==> src/rtl/mips32_pkg.sv <==
// mips32_pkg -- shared definitions for the MIPS32 memory arbiter.
// Holds the arbiter FSM state encoding and the requester IDs.
// It also has a small helper that counts how many requests are active at once.
package mips32_pkg;

  typedef enum logic [1:0] {
    ST_IDLE  = 2'd0,
    ST_ISSUE = 2'd1,
    ST_RESP  = 2'd2
  } arb_state_e;

  typedef logic [1:0] req_id_t;

  localparam req_id_t REQ_IF = 2'd0;
  localparam req_id_t REQ_DM = 2'd1;
  localparam req_id_t REQ_LD = 2'd2;

  // Number of simultaneously active requesters (0..3).
  function automatic logic [1:0] count_reqs(input logic a, input logic b, input logic c);
    return 2'({1'b0, a} + {1'b0, b} + {1'b0, c});
  endfunction

endpackage

==> src/rtl/mips32_mem_arbiter_if.sv <==
// mips32_mem_arbiter_if -- bundle of requester handshakes and RAM port signals.
// The interface groups the signals into three sets:
//   fetch  : if_req, if_addr -> if_gnt, if_rvalid
//   data   : dm_req, dm_we, dm_addr, dm_wdata -> dm_gnt, dm_rvalid
//   loader : ld_req, ld_addr, ld_wdata -> ld_gnt
// It also carries the shared return bus, the hold signal and the RAM port:
//   shared : rdata, cpu_hold
//   RAM    : mem_en, mem_we, mem_addr, mem_wdata -> mem_rdata (1-cycle read latency)
// Modports:
//   slave  -- the arbiter side.
//   master -- the requesters and the RAM side.
interface mips32_mem_arbiter_if #(
  parameter int AW = 10
);
  logic          if_req;
  logic [AW-1:0] if_addr;
  logic          if_gnt;
  logic          if_rvalid;

  logic          dm_req;
  logic          dm_we;
  logic [AW-1:0] dm_addr;
  logic [31:0]   dm_wdata;
  logic          dm_gnt;
  logic          dm_rvalid;

  logic          ld_req;
  logic [AW-1:0] ld_addr;
  logic [31:0]   ld_wdata;
  logic          ld_gnt;

  logic [31:0]   rdata;
  logic          cpu_hold;

  logic          mem_en;
  logic          mem_we;
  logic [AW-1:0] mem_addr;
  logic [31:0]   mem_wdata;
  logic [31:0]   mem_rdata;

  modport slave (
    input  if_req, if_addr, dm_req, dm_we, dm_addr, dm_wdata,
           ld_req, ld_addr, ld_wdata, mem_rdata,
    output if_gnt, if_rvalid, dm_gnt, dm_rvalid, ld_gnt, rdata, cpu_hold,
           mem_en, mem_we, mem_addr, mem_wdata
  );

  modport master (
    output if_req, if_addr, dm_req, dm_we, dm_addr, dm_wdata,
           ld_req, ld_addr, ld_wdata, mem_rdata,
    input  if_gnt, if_rvalid, dm_gnt, dm_rvalid, ld_gnt, rdata, cpu_hold,
           mem_en, mem_we, mem_addr, mem_wdata
  );

endinterface

==> src/rtl/mips32_mem_arbiter.sv <==
// mips32_mem_arbiter -- arbitrates a single-port synchronous RAM between three requesters.
// The requesters are instruction fetch (IF), load/store (DM) and the program loader (LD).
// Parameters:
//   AW         -- word-address width; it must match the AW of the connected interface.
//   STARVE_MAX -- number of consecutive arbitrations IF may lose before it is forced to win.
// Ports:
//   clk1 -- sole clock.
//   rst  -- asynchronous, active-high reset.
//   bus  -- mips32_mem_arbiter_if.slave; carries the requester handshakes, the shared
//           rdata and cpu_hold, and the RAM port.
// Optional feature (macro MEM_ARB_PERF_EN):
//   Adds the output conflict_cnt[15:0], a saturating count of IDLE arbitrations
//   that saw two or more requests.
// Behaviour:
//   Each access runs IDLE -> ISSUE -> (RESP for reads) -> IDLE.
//   The winner is registered at the IDLE edge.
//   Its command and grant are driven during ISSUE.
//   For reads, the RAM data is returned with rvalid during RESP.
module mips32_mem_arbiter
  import mips32_pkg::*;
#(
  parameter int AW         = 10,
  parameter int STARVE_MAX = 3
) (
  input  logic                   clk1,
  input  logic                   rst,
  mips32_mem_arbiter_if.slave    bus
`ifdef MEM_ARB_PERF_EN
  ,
  output logic [15:0]            conflict_cnt
`endif
);

  localparam int SW = (STARVE_MAX < 1) ? 1 : $clog2(STARVE_MAX + 1);
  localparam logic [SW-1:0] STARVE_LIM = SW'(STARVE_MAX);

  arb_state_e    state_q, state_d;
  req_id_t       owner_q, owner_d;
  logic          we_q, we_d;
  logic [AW-1:0] addr_q, addr_d;
  logic [31:0]   wdata_q, wdata_d;
  logic [SW-1:0] starve_q, starve_d;

  logic any_req;
  logic if_wins;

  assign any_req = bus.if_req | bus.dm_req | bus.ld_req;
  // IF beats DM only once it has lost STARVE_MAX arbitrations in a row.
  assign if_wins = bus.if_req & (~bus.dm_req | (starve_q == STARVE_LIM));

  // State register and captured command of the current owner.
  always_ff @(posedge clk1 or posedge rst) begin
    if (rst) begin
      state_q  <= ST_IDLE;
      owner_q  <= REQ_IF;
      we_q     <= 1'b0;
      addr_q   <= '0;
      wdata_q  <= '0;
      starve_q <= '0;
    end else begin
      state_q  <= state_d;
      owner_q  <= owner_d;
      we_q     <= we_d;
      addr_q   <= addr_d;
      wdata_q  <= wdata_d;
      starve_q <= starve_d;
    end
  end

  // Next state.
  // Arbitration and starvation bookkeeping happen only in IDLE.
  always_comb begin
    state_d  = state_q;
    owner_d  = owner_q;
    we_d     = we_q;
    addr_d   = addr_q;
    wdata_d  = wdata_q;
    starve_d = starve_q;
    case (state_q)
      ST_IDLE: begin
        if (!bus.if_req) starve_d = '0;
        if (any_req) begin
          state_d = ST_ISSUE;
          if (bus.ld_req) begin
            owner_d = REQ_LD;
            we_d    = 1'b1;
            addr_d  = bus.ld_addr;
            wdata_d = bus.ld_wdata;
          end else if (if_wins) begin
            owner_d = REQ_IF;
            we_d    = 1'b0;
            addr_d  = bus.if_addr;
            wdata_d = '0;
          end else begin
            owner_d = REQ_DM;
            we_d    = bus.dm_we;
            addr_d  = bus.dm_addr;
            wdata_d = bus.dm_wdata;
          end
          if (bus.if_req) begin
            if (owner_d == REQ_IF) starve_d = '0;
            else if (starve_q != STARVE_LIM) starve_d = starve_q + 1'b1;
          end
        end
      end
      ST_ISSUE: state_d = we_q ? ST_IDLE : ST_RESP;
      ST_RESP:  state_d = ST_IDLE;
      default:  state_d = ST_IDLE;
    endcase
  end

  // Outputs are decoded from registered state only.
  // As a result, reset clears them as soon as state_q returns to IDLE.
  always_comb begin
    bus.mem_en    = 1'b0;
    bus.mem_we    = 1'b0;
    bus.mem_addr  = '0;
    bus.mem_wdata = '0;
    bus.if_gnt    = 1'b0;
    bus.dm_gnt    = 1'b0;
    bus.ld_gnt    = 1'b0;
    bus.if_rvalid = 1'b0;
    bus.dm_rvalid = 1'b0;
    bus.rdata     = '0;
    if (state_q == ST_ISSUE) begin
      bus.mem_en    = 1'b1;
      bus.mem_we    = we_q;
      bus.mem_addr  = addr_q;
      bus.mem_wdata = wdata_q;
      bus.if_gnt    = (owner_q == REQ_IF);
      bus.dm_gnt    = (owner_q == REQ_DM);
      bus.ld_gnt    = (owner_q == REQ_LD);
    end else if (state_q == ST_RESP) begin
      bus.rdata     = bus.mem_rdata;
      bus.if_rvalid = (owner_q == REQ_IF);
      bus.dm_rvalid = (owner_q == REQ_DM);
    end
  end

  // The CPU is held while the loader asks for, or still owns, the memory.
  // cpu_hold is forced low during reset.
  assign bus.cpu_hold = ~rst & (bus.ld_req | ((owner_q == REQ_LD) & (state_q != ST_IDLE)));

`ifdef MEM_ARB_PERF_EN
  logic [15:0] conflict_q;

  // Counts arbitrations where two or more requesters competed; saturates.
  always_ff @(posedge clk1 or posedge rst) begin
    if (rst) begin
      conflict_q <= '0;
    end else if ((state_q == ST_IDLE) &&
                 (count_reqs(bus.if_req, bus.dm_req, bus.ld_req) >= 2'd2) &&
                 (conflict_q != 16'hFFFF)) begin
      conflict_q <= conflict_q + 16'd1;
    end
  end

  assign conflict_cnt = conflict_q;
`endif

endmodule

==> src/flat_wrapper.sv <==
// flat-port wrapper written by rule: the top's interface ports become plain ports
module mips32_mem_arbiter_flat import mips32_pkg::*;
#(
  parameter int AW         = 10,
  parameter int STARVE_MAX = 3
)
  (clk1, rst, bus_if_req, bus_if_addr, bus_dm_req, bus_dm_we, bus_dm_addr, bus_dm_wdata, bus_ld_req, bus_ld_addr, bus_ld_wdata, bus_mem_rdata, bus_if_gnt, bus_if_rvalid, bus_dm_gnt, bus_dm_rvalid, bus_ld_gnt, bus_rdata, bus_cpu_hold, bus_mem_en, bus_mem_we, bus_mem_addr, bus_mem_wdata);
  mips32_mem_arbiter_if #(.AW(AW)) bus_i ();
  input  logic clk1;
  input  logic rst;
  input wire logic [$bits(bus_i.if_req)-1:0] bus_if_req;
  input wire logic [$bits(bus_i.if_addr)-1:0] bus_if_addr;
  input wire logic [$bits(bus_i.dm_req)-1:0] bus_dm_req;
  input wire logic [$bits(bus_i.dm_we)-1:0] bus_dm_we;
  input wire logic [$bits(bus_i.dm_addr)-1:0] bus_dm_addr;
  input wire logic [$bits(bus_i.dm_wdata)-1:0] bus_dm_wdata;
  input wire logic [$bits(bus_i.ld_req)-1:0] bus_ld_req;
  input wire logic [$bits(bus_i.ld_addr)-1:0] bus_ld_addr;
  input wire logic [$bits(bus_i.ld_wdata)-1:0] bus_ld_wdata;
  input wire logic [$bits(bus_i.mem_rdata)-1:0] bus_mem_rdata;
  output wire logic [$bits(bus_i.if_gnt)-1:0] bus_if_gnt;
  output wire logic [$bits(bus_i.if_rvalid)-1:0] bus_if_rvalid;
  output wire logic [$bits(bus_i.dm_gnt)-1:0] bus_dm_gnt;
  output wire logic [$bits(bus_i.dm_rvalid)-1:0] bus_dm_rvalid;
  output wire logic [$bits(bus_i.ld_gnt)-1:0] bus_ld_gnt;
  output wire logic [$bits(bus_i.rdata)-1:0] bus_rdata;
  output wire logic [$bits(bus_i.cpu_hold)-1:0] bus_cpu_hold;
  output wire logic [$bits(bus_i.mem_en)-1:0] bus_mem_en;
  output wire logic [$bits(bus_i.mem_we)-1:0] bus_mem_we;
  output wire logic [$bits(bus_i.mem_addr)-1:0] bus_mem_addr;
  output wire logic [$bits(bus_i.mem_wdata)-1:0] bus_mem_wdata;
  assign bus_i.if_req = bus_if_req;
  assign bus_i.if_addr = bus_if_addr;
  assign bus_i.dm_req = bus_dm_req;
  assign bus_i.dm_we = bus_dm_we;
  assign bus_i.dm_addr = bus_dm_addr;
  assign bus_i.dm_wdata = bus_dm_wdata;
  assign bus_i.ld_req = bus_ld_req;
  assign bus_i.ld_addr = bus_ld_addr;
  assign bus_i.ld_wdata = bus_ld_wdata;
  assign bus_i.mem_rdata = bus_mem_rdata;
  assign bus_if_gnt = bus_i.if_gnt;
  assign bus_if_rvalid = bus_i.if_rvalid;
  assign bus_dm_gnt = bus_i.dm_gnt;
  assign bus_dm_rvalid = bus_i.dm_rvalid;
  assign bus_ld_gnt = bus_i.ld_gnt;
  assign bus_rdata = bus_i.rdata;
  assign bus_cpu_hold = bus_i.cpu_hold;
  assign bus_mem_en = bus_i.mem_en;
  assign bus_mem_we = bus_i.mem_we;
  assign bus_mem_addr = bus_i.mem_addr;
  assign bus_mem_wdata = bus_i.mem_wdata;
  mips32_mem_arbiter #(.AW(AW), .STARVE_MAX(STARVE_MAX)) u_core (.clk1(clk1), .rst(rst), .bus(bus_i));
endmodule
==> config.mk <==
export PLATFORM = sky130hd
export DESIGN_NAME = mips32_mem_arbiter_flat
export DESIGN_NICKNAME = d
export VERILOG_FILES = /design/src/rtl/mips32_pkg.sv /design/src/rtl/mips32_mem_arbiter_if.sv /design/src/rtl/mips32_mem_arbiter.sv /design/src/flat_wrapper.sv
export SDC_FILE = /design/constraint.sdc
export NUM_CORES = 1
export LEC_CHECK = 0
export ABC_AREA = 1
export BUFFER_PORTS_ARGS = -buffer_cell sky130_fd_sc_hd__clkbuf_2
export CORE_MARGIN = 2
export CORE_UTILIZATION = 29
export CTS_CLUSTER_DIAMETER = 30
export CTS_CLUSTER_SIZE = 25
export DETAILED_ROUTE_END_ITERATION = 8
export SLEW_MARGIN = 10
export SYNTH_ARGS = -nofsm -noshare
export SYNTH_HDL_FRONTEND = slang
export SYNTH_SLANG_ARGS = --single-unit
==> constraint.sdc <==
create_clock -name clk1 -period 1.3 [get_ports clk1]
set_input_delay 0.195 -clock clk1 [delete_from_list [all_inputs] [get_ports clk1]]
set_output_delay 0.195 -clock clk1 [all_outputs]
set_load 0.005 [all_outputs]
-- Word-level counts from Yosys, hierarchy flattened
Index checks and enable logic that the tools add are counted.
- word-level logic and storage cells: 59
- register bits: 49
- output and inout port bits: 82
- bitwise operators: 9
- add/sub/neg operators: 1
- eq/ne operators: 7
- mux-type cells: 31
- reductions and logical operators: 5
- operators by type and width (cell ; number):
    $mux W32 ; 5
    $mux W10 ; 3
    $mux W2 ; 10
    $mux W1 ; 12
    $eq A2 B2 Y1 const B ; 3
    $logic_not A2 Y1 ; 3
    $eq A2 B1 Y1 const B ; 2
    $or A1 B1 Y1 ; 4
    $pmux W2 S2 ; 1
    $and A1 B1 Y1 ; 3
    $add A2 B1 Y2 const B ; 1
    $ne A2 B1 Y1 const B ; 1
    $ne A2 B2 Y1 const B ; 1
    $not A1 Y1 ; 2
    $reduce_and A2 Y1 ; 1
    $reduce_bool A2 Y1 ; 1

-- Longest topological paths before layout
Gate-level depths: netlist of the first run.
- depth in word-level cells: 11
- mapped depth: 9
- mapped depth without buffers: 7

-- Worst setup path after synthesis of the first run
OpenSTA, ideal clock, no wires.
- path type: flip-flop to flip-flop
- start point: register u_core.starve_q[0]
- end point: register u_core.wdata_q[26]
- arrival: 1.274 ns
- path buffers: 1
- stages on the path, launching flop included: 8
- data required time: 1.231 ns
- setup time: 0.069 ns
- period minus slack after synthesis: 1.343 ns
- path slack: -0.043 ns
- cell sequence: dfrtp_1 ha_1 nand2_1 nand2_1 nor2_4 buf_2 nand3_1 nand3_1
- longest elaborated chain between the ends: 5
- RTL lines (element ; line ; text):
    start: declaration ; mips32_mem_arbiter.sv:42 ; logic [SW-1:0] starve_q, starve_d;
    start signal: assignment ; mips32_mem_arbiter.sv:66 ; starve_q <= starve_d;
    $eq A2 B2 Y1 ; mips32_mem_arbiter.sv:49 ; assign if_wins = bus.if_req & (~bus.dm_req | (starve_q == STARVE_LIM));
    $or A1 B1 Y1 ; mips32_mem_arbiter.sv:49 ;
    $and A1 B1 Y1 ; mips32_mem_arbiter.sv:49 ;
    $mux W32 ; mips32_mem_arbiter.sv:89 ; end else if (if_wins) begin
    $mux W32 ; mips32_mem_arbiter.sv:84 ; if (bus.ld_req) begin
    end signal: assignment ; mips32_mem_arbiter.sv:65 ; wdata_q <= wdata_d;
    end: declaration ; mips32_mem_arbiter.sv:41 ; logic [31:0] wdata_q, wdata_d;
No other way between the ends.
A chain may end at the register's enable or synchronous reset.

-- Final worst setup path of the first run
- start point: register u_core.state_q[1]
- end point: output port bus_mem_addr[7]
- longest elaborated chain between the ends: 2
- RTL lines (element ; line ; text):
    start: declaration ; mips32_mem_arbiter.sv:37 ; arb_state_e state_q, state_d;
    start signal: assignment ; mips32_mem_arbiter.sv:61 ; state_q <= state_d;
    $eq A2 B1 Y1 ; mips32_mem_arbiter.sv:125 ; if (state_q == ST_ISSUE) begin
    $mux W10 ; mips32_mem_arbiter.sv:125 ;
    end: declaration ; flat_wrapper.sv:30 ; output wire logic [$bits(bus_i.mem_addr)-1:0] bus_mem_addr;
No other way between the ends.

==> results of run 1 <==
-- worst reg2reg max path: cells and delay by family (launching register included) --
| family | cells | cell delay (ns) |
|---|---|---|
| AND/OR/NAND/NOR | 5 | 0.38 |
| buffers and inverters | 5 | 0.64 |
| flip-flops | 1 | 0.41 |
-- registers in the layout, indices dropped and copies added (netlist names) --
name	count
u_core.wdata_q	32
u_core.owner_q	2
u_core.starve_q	2
u_core.addr_q	10
u_core.state_q	2
u_core.we_q	1
-- worst max-delay path by stage --
stage | startpoint | endpoint | depth (start not counted)
6_report | u_core.state_q[1]$_DFFE_PP0P_ | bus_mem_addr[7] | 5
5_1_grt | u_core.state_q[1]$_DFFE_PP0P_ | bus_mem_wdata[23] | 5
4_1_cts | u_core.state_q[0]$_DFFE_PP0P_ | bus_dm_rvalid | 5
3_5_place_dp | u_core.starve_q[0]$_DFFE_PP0N_ | u_core.wdata_q[1]$_DFFE_PP0P_ | 7
3_3_place_gp | u_core.state_q[0]$_DFFE_PP0P_ | bus_mem_addr[8] | 6
2_1_floorplan | u_core.starve_q[0]$_DFFE_PP0N_ | u_core.wdata_q[0]$_DFFE_PP0P_ | 7
-- per-layer routing --
metal  share of wire, %  global-route usage (%)  vias up  routed length (um)
met5                  0                       0        -                   0
met4                1.8                    5.31        0                 245
met3                6.2                    3.77       27                 820
met2                 51                    38.4      174                6730
met1                 41                    27.1     1985                5470
li1                   -                       -     2004                   -
-- metrics by stage --
| step | std cells | power, mW |
|---|---|---|
| 6_report | 874 | 13.7 |
| 5_1_grt | 874 | 14.6 |
| 4_1_cts | 867 | 13.1 |
| 3_5_place_dp | 826 | 7.94 |
| 3_3_place_gp | 826 | 7.85 |
| 2_1_floorplan | 481 | 5.83 |
-- power by group --
group          internal (mW)  leakage (nW)  switching (mW)
Clock                  0.629        0.0585           0.535
Combinational           4.38          2.94            5.12
Sequential              2.25         0.611           0.759
Total                   7.25          3.61            6.41
-- synth_stat cells --
cell type                  number
sky130_fd_sc_hd__a21oi_1        1
sky130_fd_sc_hd__buf_2         15
sky130_fd_sc_hd__buf_4          1
sky130_fd_sc_hd__buf_6          3
sky130_fd_sc_hd__buf_8          2
sky130_fd_sc_hd__clkbuf_1      12
sky130_fd_sc_hd__dfrtp_1       49
sky130_fd_sc_hd__ha_1           1
sky130_fd_sc_hd__inv_1         83
sky130_fd_sc_hd__inv_2          2
sky130_fd_sc_hd__inv_4          1
sky130_fd_sc_hd__nand2_1       88
sky130_fd_sc_hd__nand2_2        2
sky130_fd_sc_hd__nand2_4        1
sky130_fd_sc_hd__nand3_1      110
sky130_fd_sc_hd__nand3_2       10
sky130_fd_sc_hd__nand4_1       10
sky130_fd_sc_hd__nor2_1        78
sky130_fd_sc_hd__nor2_4         2
sky130_fd_sc_hd__nor3_1         4
sky130_fd_sc_hd__o211ai_2       1
sky130_fd_sc_hd__o21ai_0        1
sky130_fd_sc_hd__o21ai_1        4
-- what timing repair did --
action / in CTS / in global routing
pin swaps: 67 / 19
setup endpoints to repair: 127 / 127
endpoints found under the hold margin: 19 / 0
resized for setup: 200 / 69
cloned: 14 / 2
hold buffers: 1 / 0
buffers inserted: 18 / 7
-- cells by family after synthesis --
family	after synthesis	synth area share, %
AO/OA/AOI/OAI	7	1.33
adder cells (fa/ha/maj)	1	0.391
buffers and inverters	119	16.1
flip-flops	49	38.3
AND/OR/NAND/NOR	305	43.8
-- final cells by class --
cell class,count,area [sq um]
Clock inverter,1,30.0
Inverter,86,345
Timing Repair inverter,7,131
Timing Repair Buffer,271,1900
Fill cell,979,4670
Tap cell,140,175
Clock buffer,7,86.3
Multi-Input combinational cell,313,2230
Sequential cell,49,1230
==> results.cfg, run 1 <==
[run_status]
outcome = complete, but fails checks
failed_checks = negative setup slack

[sta]
max_slew_margin_pct = 72.8
worst_clk_skew_ns = 0.00841
period_share_pct = 120
postLayoutSetupSlackWorst_ns = -0.256
setup-tns-final_ns = -25.72
grt_setup_unrepaired = true
period_minus_slack_ns = 1.56
fmax_ghz = 0.642
hold_slack_ns = 0.122
setup_violations = 129
report.final.slew_viol_count = 0
worst_slew_pin_slew_ns = 0.408
report.final.hold_viol_count = 0

[final_layout]
layout_common_cells = sky130_fd_sc_hd__clkbuf_2 (189), sky130_fd_sc_hd__inv_1 (80), sky130_fd_sc_hd__nand3_1 (58), sky130_fd_sc_hd__nand3_2 (58), sky130_fd_sc_hd__dfrtp_1 (48)
n_antenna_cell = 0
final_common_cell = sky130_fd_sc_hd__clkbuf_2
num-nets-final = 866
final_cell_area_sq_um = 6130
syn2layout_area_growth_pct = 91.4
drive_above_1_share_pct = 61.2
finish.utilization_pct = 56.8

[synthesis]
synthesis.instances = 481
ys_seq_area_share_pct = 38.3
synthesis.area_sq_um = 3200
synth.ff_latch_count = 49
synth_top_area_share_pct = 38.3
netlist-cell-type-count = 23
synth_area_leaders = sky130_fd_sc_hd__dfrtp_1 (38%), sky130_fd_sc_hd__nand3_1 (17%), sky130_fd_sc_hd__nand2_1 (10%)
synth_area_leader_cell = sky130_fd_sc_hd__dfrtp_1
ys_warn_count = 0
synthesis.area_per_instance_sq_um = 6.65
postSynthNetCount = 614

[grt]
globalRouteOverflowTotal = 0
grt_first_pass_wirelength_um = 19800
grt_start_max_net_pins = 35
antenna_found_initial = 0
first_global_vias = 4006
grt.total_usage_pct = 21.6

[setup_path]
critical_path.most_common_cell = sky130_fd_sc_hd__nor2_4
timing.rr.start = u_core.state_q[0]$_DFFE_PP0P_
critPathMaxStageDelay_ns = 0.46
cp.arrival_ns = 1.36
cp_num_buf_inv = 3
worst_setup_path_start_kind = flop
critical_path.top_delay_family = flip-flops
critPathRequiredTime_ns = 1.11
reg_to_reg_end = u_core.wdata_q[25]$_DFFE_PP0P_
timing.critical_path.fanout_max = 16
timing.critical_path.cells = nor2_4, inv_4, buf_12, nor2_4, clkbuf_2
crit_path_top_delay_cell = sky130_fd_sc_hd__dfrtp_2
reg2regPathDepth = 10
worstSetupPathType = flop to primary output
crit_end_category = primary output
r2r_slack_ns = -0.23

[placement]
port_buffers = 213
gp_routability_congestion = 0.794
dpl_cell_area_sq_um = 4530
half_perimeter_wire_length_after_placement_um = 8180
dp_worst_setup_slack_ns = -0.0984

[clock_tree]
clock_tree.root_cell = sky130_fd_sc_hd__clkbuf_8
clkSinkCount = 49
tritoncts_clock_tree = done
clk-insertion-delay-late_ns = 0.31
htree_levels = 2
tritoncts.num_buffers = 5
worst_setup_hold_path_clk_slew_ns = 0.09
ctsLongestPathBuffers = 2

[routing]
route.detailed.vias_per_inst = 4.79
drt-pass1-iter-count = 6
number_of_vias_after_detailed_routing = 4190
drt_wl_total_um = 13300
drc = 0
avgRoutedWirePerCell_um = 15.2
detail-route-antenna-nets = 0
drt_first_iter_violations = 265

[power]
peakVddDrop_uv = 1030
power_per_cell_area_nw_per_um2 = 2230
leakagePower_nw = 3.61

[hold_path]
hold_path_end = u_core.we_q$_DFFE_PP0P_
worst_hold_path_type = input port to flop
worst_hold_path_cell_count = 3
worstHoldStart = bus_dm_we

[floorplanning]
die_area_sq_um = 11900
floorplan.initialDensity_pct = 29.7
die_w_um = 109
ios = 214
die-height_um = 109
core.rowCount = 38
core_area_sq_um = 10800

[flow_run]
drv_cap = 0
No activity file was read; power rests on OpenSTA's default activity.
==> run 2: changes to the inputs <==
--- a/config.mk
+++ b/config.mk
@@ -6,12 +6,14 @@
 export NUM_CORES = 1
 export LEC_CHECK = 0
 export ABC_AREA = 1
-export BUFFER_PORTS_ARGS = -buffer_cell sky130_fd_sc_hd__clkbuf_2
+export BUFFER_PORTS_ARGS = -buffer_cell sky130_fd_sc_hd__buf_4
+export CORE_ASPECT_RATIO = 0.9
 export CORE_MARGIN = 2
-export CORE_UTILIZATION = 29
+export CORE_UTILIZATION = 38
 export CTS_CLUSTER_DIAMETER = 30
 export CTS_CLUSTER_SIZE = 25
 export DETAILED_ROUTE_END_ITERATION = 8
+export PLACE_DENSITY = 0.77
 export SLEW_MARGIN = 10
 export SYNTH_ARGS = -nofsm -noshare
 export SYNTH_HDL_FRONTEND = slang
==> run 2 against run 1 <==
  * The flow still finishes with violations (negative setup slack)
  * Clock power about the same
  * Sequential share of layout area up 1.5 points
  * Via count down 6.2%
  * Flip-flop and latch count unchanged
  * Cell count down 8.0%
  * Utilization up 14 points
  * Count of clock-buffer cells in the layout down 1
  * First-iteration DRC count down 27%
  * Register-to-register slack about the same
  * Critical endpoint is now bus_if_gnt
  * Largest power group unchanged
==> results.cfg, run 2 (synthesis results as in run 1) <==
[setup_path]
worst_setup_path_start_kind = flop
cp_num_buf_inv = 3
reg_to_reg_end = u_core.wdata_q[10]$_DFFE_PP0P_
r2r_slack_ns = -0.23
crit_path_top_delay_cell = sky130_fd_sc_hd__dfrtp_2
critical_path.top_delay_family = flip-flops
reg2regPathDepth = 9
cp.arrival_ns = 1.42
critical_path.startpoint = u_core.state_q[1]$_DFFE_PP0P_
timing.critical_path.cells = nor2_4, inv_6, buf_6, nor3_4, buf_4
timing.critical_path.fanout_max = 6
critPathMaxStageDelay_ns = 0.45
critPathRequiredTime_ns = 1.11
worstSetupPathType = flop to primary output
timing.rr.start = u_core.state_q[1]$_DFFE_PP0P_
crit_end_category = primary output

[clock_tree]
clkSinkCount = 49
worst_setup_hold_path_clk_slew_ns = 0.09
clock_tree.root_cell = sky130_fd_sc_hd__clkbuf_8
clk-insertion-delay-late_ns = 0.30
tritoncts.num_buffers = 5
htree_levels = 2
tritoncts_clock_tree = done
ctsLongestPathBuffers = 2

[final_layout]
final_common_cell = sky130_fd_sc_hd__buf_4
final_cell_area_sq_um = 5700
stdcell_count = 804
finish.utilization_pct = 70.4
top_reg_by_flops = u_core.wdata_q
layout_common_cells = sky130_fd_sc_hd__buf_4 (213), sky130_fd_sc_hd__nand3_1 (109), sky130_fd_sc_hd__nand2_1 (81)
syn2layout_area_growth_pct = 78.2
fillers = 673
drive_above_1_share_pct = 47.4
largest_reg_flops = 32
n_antenna_cell = 0
num-nets-final = 837
largestRegisters = u_core.wdata_q (32), u_core.addr_q (10)

[power]
leakagePower_nw = 3.08
power_per_cell_area_nw_per_um2 = 2060
peakVddDrop_uv = 1080
report.power.total_mw = 11.7

[routing]
number_of_vias_after_detailed_routing = 3931
detail-route-antenna-nets = 0
drt_wl_total_um = 11700
drt-pass1-iter-count = 5
route.detailed.vias_per_inst = 4.89
avgRoutedWirePerCell_um = 14.5
drt_first_iter_violations = 194
drc = 0

[floorplanning]
floorplan.initialDensity_pct = 39.5
die_area_sq_um = 9170
ios = 214
die_w_um = 101
core.rowCount = 31
die-height_um = 91.1
core_area_sq_um = 8110

[placement]
gp_routability_congestion = 0.920
numPlacedInstances = 780
dpl_cell_area_sq_um = 4950
dp_worst_setup_slack_ns = -0.105
port_buffers = 213
half_perimeter_wire_length_after_placement_um = 7960

[flow_run]
drv_cap = 0

[sta]
worst_slew_pin_slew_ns = 0.378
setup-tns-final_ns = -29.40
setup_violations = 129
report.final.hold_viol_count = 0
period_minus_slack_ns = 1.61
period_share_pct = 124
report.final.slew_viol_count = 0
worst_clk_skew_ns = 0.00603
hold_slack_ns = 0.117
max_slew_margin_pct = 74.7
grt_setup_unrepaired = true
postLayoutSetupSlackWorst_ns = -0.315
fmax_ghz = 0.619

[grt]
grt_start_max_net_pins = 50
grt_first_pass_wirelength_um = 18100
grt.total_usage_pct = 24.6
first_global_vias = 3745
globalRouteOverflowTotal = 0
antenna_found_initial = 0

[run_status]
outcome = complete, but fails checks
failed_checks = negative setup slack

[hold_path]
worstHoldStart = bus_dm_we
worst_hold_path_type = input port to flop
worst_hold_path_cell_count = 3
hold_path_end = u_core.we_q$_DFFE_PP0P_
==> run 2: cell types whose count changed in the layout (fill, tap and decap cells not counted), sizes merged <==
cell,change
clkbuf,-191
buf,+168
inv,-7
clkinvlp,+1
==> run 2: repair_timing <==
action	CTS	global route
gates resized for setup	94	32
pin swaps	2	5
hold buffers	1	0
gates cloned	3	1
setup buffers	10	2
hold endpoints to repair	49	0
setup endpoints to repair	127	130
==> run 2: report_power, final <==
part	total [mW]	switching, mW	leakage, nW	internal, mW
clock network	1.14	0.512	0.0574	0.626
registers	2.73	0.482	0.611	2.24
logic	7.88	4.01	2.41	3.87
==> run 2: worst max-delay path by stage <==
stage                                          to  cells after the start
detailed placement                bus_mem_addr[7]                      6
global placement                  bus_mem_addr[7]                      6
finish                                 bus_if_gnt                      5
CTS                                  bus_cpu_hold                      6
floorplan           u_core.wdata_q[0]$_DFFE_PP0P_                      7
global route                     bus_mem_wdata[2]                      5
==> run 2: worst reg2reg max path, stage by stage (launching register included) <==
cell and delay (ns):
sky130_fd_sc_hd__dfrtp_2 0.45, sky130_fd_sc_hd__buf_4 0.15, sky130_fd_sc_hd__nor2_4 0.11, sky130_fd_sc_hd__buf_8 0.15
sky130_fd_sc_hd__nand2_4 0.07, sky130_fd_sc_hd__nand2_8 0.11, sky130_fd_sc_hd__buf_12 0.13, sky130_fd_sc_hd__inv_16 0.07
sky130_fd_sc_hd__nand2_1 0.10, sky130_fd_sc_hd__nand3_1 0.07
==> run 2: cell type report <==
class | instances | area (sq um) | area share (%)
sequential | 49 | 1230 | 21.5
clock buffer | 6 | 82.6 | 1.45
clock inverter | 2 | 37.5 | 0.658
tap | 99 | 124 | 2.17
timing repair buffer | 249 | 2140 | 37.6
inverter | 86 | 348 | 6.10
multi-input combinational | 313 | 1740 | 30.5
==> run 2: routing by layer <==
metal / wire (um) / part of all wire [%] / track usage, %
met1: 4730 / 41 / 31.9
met4: 114 / 0.98 / 3.88
met3: 914 / 7.8 / 4.08
met2: 5900 / 51 / 43.6
met5: 0 / 0 / 0
